==> config.mk <==
export PLATFORM = sky130hd
export DESIGN_NAME = twpm_ram_arbiter
export DESIGN_NICKNAME = d
export VERILOG_FILES = /design/src/rtl/twpm_ram_arbiter.sv
export SDC_FILE = /design/constraint.sdc
export NUM_CORES = 1
export LEC_CHECK = 0
export ABC_AREA = 1
export CAP_MARGIN = 40
export CORE_MARGIN = 2
export CORE_UTILIZATION = 46
export CTS_CLUSTER_DIAMETER = 150
export DETAILED_ROUTE_END_ITERATION = 6
export PLACE_DENSITY = 0.85
export SKIP_LAST_GASP = 1
export SLEW_MARGIN = 0
export SYNTH_ARGS = -nofsm -noshare
export SYNTH_HDL_FRONTEND = slang
export SYNTH_SLANG_ARGS = --single-unit
export TNS_END_PERCENT = 5
==> constraint.sdc <==
create_clock -name wb_clk -period 2.4 [get_ports wb_clk]
set_clock_uncertainty 0.1 [all_clocks]
set_input_delay 0.48 -clock wb_clk [delete_from_list [all_inputs] [get_ports wb_clk]]
set_output_delay 0.48 -clock wb_clk [all_outputs]
set_load 0.05 [all_outputs]
==> src/rtl/twpm_ram_arbiter.sv <==
// Single-clock arbiter for the shared TPM buffer RAM: Wishbone window vs. byte-wide DP port.
// Round-robin grant, ownership from exec checked at grant, one registered RAM port.
module twpm_ram_arbiter #(
  parameter int         RAM_ADDR_WIDTH  = 11,
  parameter logic [7:0] DENY_READ_VALUE = 8'hFF
) (
  input  logic                      wb_clk,
  input  logic                      rstn_i,
  input  logic                      exec,
  input  logic                      wb_cyc_i,
  input  logic                      wb_stb_i,
  input  logic                      wb_we_i,
  input  logic [3:0]                wb_sel_i,
  input  logic [RAM_ADDR_WIDTH-1:0] wb_adr_i,
  input  logic [31:0]               wb_dat_i,
  output logic [31:0]               wb_dat_o,
  output logic                      wb_ack_o,
  output logic                      wb_err_o,
  input  logic                      dp_req,
  input  logic                      dp_we,
  input  logic [RAM_ADDR_WIDTH-1:0] dp_addr,
  input  logic [7:0]                dp_wdata,
  output logic [7:0]                dp_rdata,
  output logic                      dp_ack,
  output logic [RAM_ADDR_WIDTH-3:0] ram_addr,
  output logic [31:0]               ram_wd,
  output logic [3:0]                ram_wen,
  input  logic [31:0]               ram_rd,
  output logic [7:0]                deny_cnt
);

  localparam int NUM_LANES = 4;

  typedef enum logic [1:0] {IDLE, ACC, WAIT, RESP} state_e;

  typedef struct packed {
    logic [RAM_ADDR_WIDTH-3:0] waddr;
    logic [31:0]               wd;
    logic [NUM_LANES-1:0]      wen;
  } ram_req_t;

  state_e                    state_q, state_d;
  logic                      last_dp_q, last_dp_d;   // 1: last grant went to DP
  logic                      owner_dp_q, owner_dp_d;
  logic                      deny_q, deny_d;
  logic [1:0]                lane_q, lane_d;
  logic [RAM_ADDR_WIDTH-3:0] addr_q, addr_d;
  logic [31:0]               wd_q, wd_d;
  logic [NUM_LANES-1:0]      wen_q, wen_d;
  logic [31:0]               wb_dat_q, wb_dat_d;
  logic                      wb_ack_q, wb_ack_d;
  logic                      wb_err_q, wb_err_d;
  logic [7:0]                dp_rdata_q, dp_rdata_d;
  logic                      dp_ack_q, dp_ack_d;
  logic [7:0]                cnt_q, cnt_d;

  logic                      wb_pend, dp_pend, pick_dp, grant_deny;
  logic [NUM_LANES-1:0]      dp_lane_wen;
  ram_req_t                  wb_rq, dp_rq, sel_rq;
  logic [31:0]               rd_sh;
  logic                      unused_adr;

  assign unused_adr = ^wb_adr_i[1:0];

  assign wb_pend    = wb_cyc_i & wb_stb_i & ~wb_ack_q & ~wb_err_q;
  assign dp_pend    = dp_req & ~dp_ack_q;
  assign pick_dp    = dp_pend & (~wb_pend | ~last_dp_q);
  assign grant_deny = pick_dp ? exec : ~exec;

  for (genvar i = 0; i < NUM_LANES; i++) begin : g_lane
    assign dp_lane_wen[i] = dp_we & (dp_addr[1:0] == 2'(i));
  end

  assign wb_rq.waddr = wb_adr_i[RAM_ADDR_WIDTH-1:2];
  assign wb_rq.wd    = wb_dat_i;
  assign wb_rq.wen   = wb_we_i ? wb_sel_i : '0;
  assign dp_rq.waddr = dp_addr[RAM_ADDR_WIDTH-1:2];
  assign dp_rq.wd    = {NUM_LANES{dp_wdata}};
  assign dp_rq.wen   = dp_lane_wen;
  assign sel_rq      = pick_dp ? dp_rq : wb_rq;
  assign rd_sh       = ram_rd >> {lane_q, 3'b000};

  always_comb begin
    state_d    = state_q;
    last_dp_d  = last_dp_q;
    owner_dp_d = owner_dp_q;
    deny_d     = deny_q;
    lane_d     = lane_q;
    addr_d     = addr_q;
    wd_d       = wd_q;
    wen_d      = '0;
    wb_dat_d   = wb_dat_q;
    wb_ack_d   = 1'b0;
    wb_err_d   = 1'b0;
    dp_rdata_d = dp_rdata_q;
    dp_ack_d   = 1'b0;
    cnt_d      = cnt_q;
    case (state_q)
      IDLE: begin
        if (wb_pend | dp_pend) begin
          last_dp_d  = pick_dp;
          owner_dp_d = pick_dp;
          deny_d     = grant_deny;
          lane_d     = dp_addr[1:0];
          if (grant_deny) begin
            // Denied grants skip the RAM entirely and answer next cycle.
            state_d = RESP;
            if (cnt_q != 8'hFF) cnt_d = cnt_q + 8'd1;
          end else begin
            state_d = ACC;
            addr_d  = sel_rq.waddr;
            wd_d    = sel_rq.wd;
            wen_d   = sel_rq.wen;
          end
        end
      end
      ACC:  state_d = WAIT;
      WAIT: begin
        state_d = RESP;
        if (owner_dp_q) dp_rdata_d = rd_sh[7:0];
        else            wb_dat_d   = ram_rd;
      end
      RESP: begin
        state_d = IDLE;
        if (owner_dp_q) begin
          dp_ack_d = 1'b1;
          if (deny_q) dp_rdata_d = DENY_READ_VALUE;
        end else if (deny_q) begin
          wb_err_d = 1'b1;
        end else begin
          wb_ack_d = 1'b1;
        end
      end
      default: state_d = IDLE;
    endcase
  end

  always_ff @(posedge wb_clk or negedge rstn_i) begin
    if (!rstn_i) begin
      state_q    <= IDLE;
      last_dp_q  <= 1'b1;
      owner_dp_q <= 1'b0;
      deny_q     <= 1'b0;
      lane_q     <= '0;
      addr_q     <= '0;
      wd_q       <= '0;
      wen_q      <= '0;
      wb_dat_q   <= '0;
      wb_ack_q   <= 1'b0;
      wb_err_q   <= 1'b0;
      dp_rdata_q <= '0;
      dp_ack_q   <= 1'b0;
      cnt_q      <= '0;
    end else begin
      state_q    <= state_d;
      last_dp_q  <= last_dp_d;
      owner_dp_q <= owner_dp_d;
      deny_q     <= deny_d;
      lane_q     <= lane_d;
      addr_q     <= addr_d;
      wd_q       <= wd_d;
      wen_q      <= wen_d;
      wb_dat_q   <= wb_dat_d;
      wb_ack_q   <= wb_ack_d;
      wb_err_q   <= wb_err_d;
      dp_rdata_q <= dp_rdata_d;
      dp_ack_q   <= dp_ack_d;
      cnt_q      <= cnt_d;
    end
  end

  assign ram_addr = addr_q;
  assign ram_wd   = wd_q;
  assign ram_wen  = wen_q;
  assign wb_dat_o = wb_dat_q;
  assign wb_ack_o = wb_ack_q;
  assign wb_err_o = wb_err_q;
  assign dp_rdata = dp_rdata_q;
  assign dp_ack   = dp_ack_q;
  assign deny_cnt = cnt_q;

endmodule

==> results.py <==
metrics = {
    "status": {
        "status": "finished clean",
    },
    "floorplan": {
        "start_util_pct": 47.2,
        "fp.dieArea_sq_um": 11400,
        "core-area_sq_um": 10300,
        "die_h_microns": 107,
        "row_count": 37,
        "pin_count": 202,
        "die_x_microns": 107,
    },
    "timing": {
        "worst_pin_slew_ns": 0.665,
        "hold_ws_ns": 0.333,
        "fmax_mhz": 448,
        "hold_viol": 0,
        "setup_violations": 0,
        "setup_ws_ns": 0.167,
        "layout_worst_path_cycle_share_pct": 93.1,
        "timing.setup.tns_ns": 0,
        "max-slew-margin-rel_pct": 55.6,
        "rsz0062_at_grt": "false",
        "drv_slew": 0,
        "final.min_clock_period_ns": 2.23,
    },
    "final_layout": {
        "postLayoutCoreUtil_pct": 69.6,
        "fin_nets": 908,
        "area_delta_synth_final_pct": 47.3,
        "final_cell_area_sq_um": 7150,
        "drive_gt1_share_pct": 6.98,
        "n_antenna_cell": 0,
        "final_cell_count_no_fill": 938,
    },
    "setup_path": {
        "start_kind": "flop",
        "crit_buf_inv": 1,
        "cp_slowest_cell": "clkdlybuf4s50_1",
        "worst_setup_path_end_kind": "output port",
        "reg2reg_slack_ns": 0.56,
        "arrival_ns": 1.65,
        "critical-path-top-delay-family": "buffers and inverters",
        "crit_fanout": 5,
        "cpPeakStageDelay_ns": 0.84,
        "required_ns": 1.82,
        "crit_type": "flop to output port",
        "worstPathCellList": "clkdlybuf4s50_1",
    },
    "clocking": {
        "postCtsSetupBuffers": 0,
        "path_clk_slew_ns": 0.10,
        "cts-root-buf": "clkbuf_8",
        "cts_sinks": 103,
        "clkLatencyLatePin_ns": 0.37,
        "htree_levels": 3,
        "numCtsBuffers": 9,
        "cts_tree": "yes",
        "cts_buffer_depth": 2,
    },
    "power_and_ir_drop": {
        "total_power_mw": 9.98,
        "p_per_area_nw_per_um2": 1400,
        "p_leak_nw": 3.54,
        "vdd_drop_max_mv": 0.840,
    },
    "global_routing": {
        "antenna_found_initial": 0,
        "grt_overflow": 0,
        "grt_start_max_net_pins": 54,
        "track_usage_pct": 24.9,
        "grt_pass1_vias": 4666,
        "grt_first_pass_wirelength_microns": 22200,
    },
    "synth": {
        "synthTopCellsByArea": "dfrtp_1 (53%), nand2_1 (23%), o21ai_0 (5.1%), mux2_2 (3.7%), inv_1 (3.3%)",
        "syn_nets": 711,
        "yosysTopAreaCellShare_pct": 52.6,
        "netlist_top_cells_count": "nand2_1 (296), dfrtp_1 (102), o21ai_0 (49)",
        "synth_area_sq_um": 4860,
        "ys_ff_latch": 103,
        "yosysWarnings": 0,
        "synth-seq-area-share_pct": 53.1,
        "synth.most_common_cell": "nand2_1",
        "synth_ff_type": "dfrtp_1",
        "yosys.area.top_type": "dfrtp_1",
        "synthCells": 601,
        "synth_cell_type_count": 27,
        "synth.avg_cell_area_sq_um": 8.08,
        "asyncSetResetFlopFracSynth_pct": 100,
        "synth_edf_count": 0,
    },
    "hold_path": {
        "hp-class": "flop to flop",
    },
    "route": {
        "drt-total-wl_microns": 14000,
        "firstDrtPassIters": 5,
        "drc": 0,
        "avgViaCountPerCell": 5.02,
        "ant_nets": 0,
        "routed-via-count": 4713,
        "drt-wirelength-per-cell_microns": 14.9,
        "first_iter_violations": 359,
    },
    "placement": {
        "io_buffers": 199,
        "gp_congestion": 0.934,
        "dpl_cell_area_sq_um": 6960,
        "dp.cells": 922,
        "post-place-ws_ns": 0.112,
        "hpwl_microns": 10600,
    },
    "flow_run": {
        "drv_cap": 0,
    },
}
-- path summary, 6_finish.rpt --
check	depth (start not counted)	from	end
min reg2reg	1	deny_q	wb_ack_o
min	1	deny_q	wb_ack_o
max reg2reg	8	state_q[0]	ram_wd[4]
min in group asynchronous	2	rstn_i	ram_wd[28]
max in group asynchronous	3	rstn_i	last_dp_q
max	1	deny_cnt[2]	deny_cnt[2]
-- cells by family after synthesis --
logic type	share of synthesized area [%]
flops	53.1
mux	3.71
xor+xnor	0.541
fa+ha+maj	1.03
compound gates	7.16
buf+inv	6.70
simple gates	27.8
-- metal layers --
layer | track usage, % | wire length (microns) | vias up
met5 | 0 | 0 | -
li1 | - | - | 2264
met1 | 31.7 | 5850 | 2216
met4 | 9.74 | 323 | 0
met3 | 5.17 | 1090 | 25
met2 | 41.7 | 6710 | 208
-- flip-flops by register name, summed over array words and instances (netlist names) --
| register | count |
|---|---|
| ram_wen | 4 |
| wb_ack_o | 1 |
| state_q | 2 |
| last_dp_q | 1 |
| ram_addr | 9 |
| wb_err_o | 1 |
| deny_cnt | 8 |
| deny_q | 1 |
| wb_dat_o | 32 |
| owner_dp_q | 1 |
| dp_ack | 1 |
| lane_q | 2 |
| ram_wd | 32 |
| dp_rdata | 8 |
-- final cells by class --
type                            instances  area [sq um]
Clock inverter                          4          31.3
Clock buffer                           11           151
Sequential cell                       103          2580
Inverter                               47           180
Tap cell                              136           170
Multi-Input combinational cell        427          1950
Fill cell                             828          3130
Timing Repair Buffer                  210          2090
-- placed cells by master (no fill, tap or decap), types with 2 or more instances in the layout --
master           Yosys  final
o21ai_0             49     49
xor2_1               3      3
inv_1               43     43
clkdlybuf4s50_1      0    198
clkbuf_8             0     11
nand3_1              5      5
dfrtp_1            102    102
buf_4                2     10
nand3b_1             2      2
nand4_1              8      8
nor2_1              17     17
inv_2                2      2
a21oi_1              9      9
o22ai_1              8      8
clkinvlp_4           0      3
mux2_2              16     16
nand2_2              5      5
nand2_1            296    296
ha_1                 4      4
-- where the power goes --
group	switching, mW	internal, mW	total, mW
Clock	0.590	0.430	1.02
Sequential	0.496	2.48	2.98
Combinational	3.99	1.99	5.98
-- what timing repair did --
item,CTS,global route
gates resized for setup,0,0
hold buffers,1,0
endpoints found under the hold margin,32,0
(Power assumes the default switching activity.)
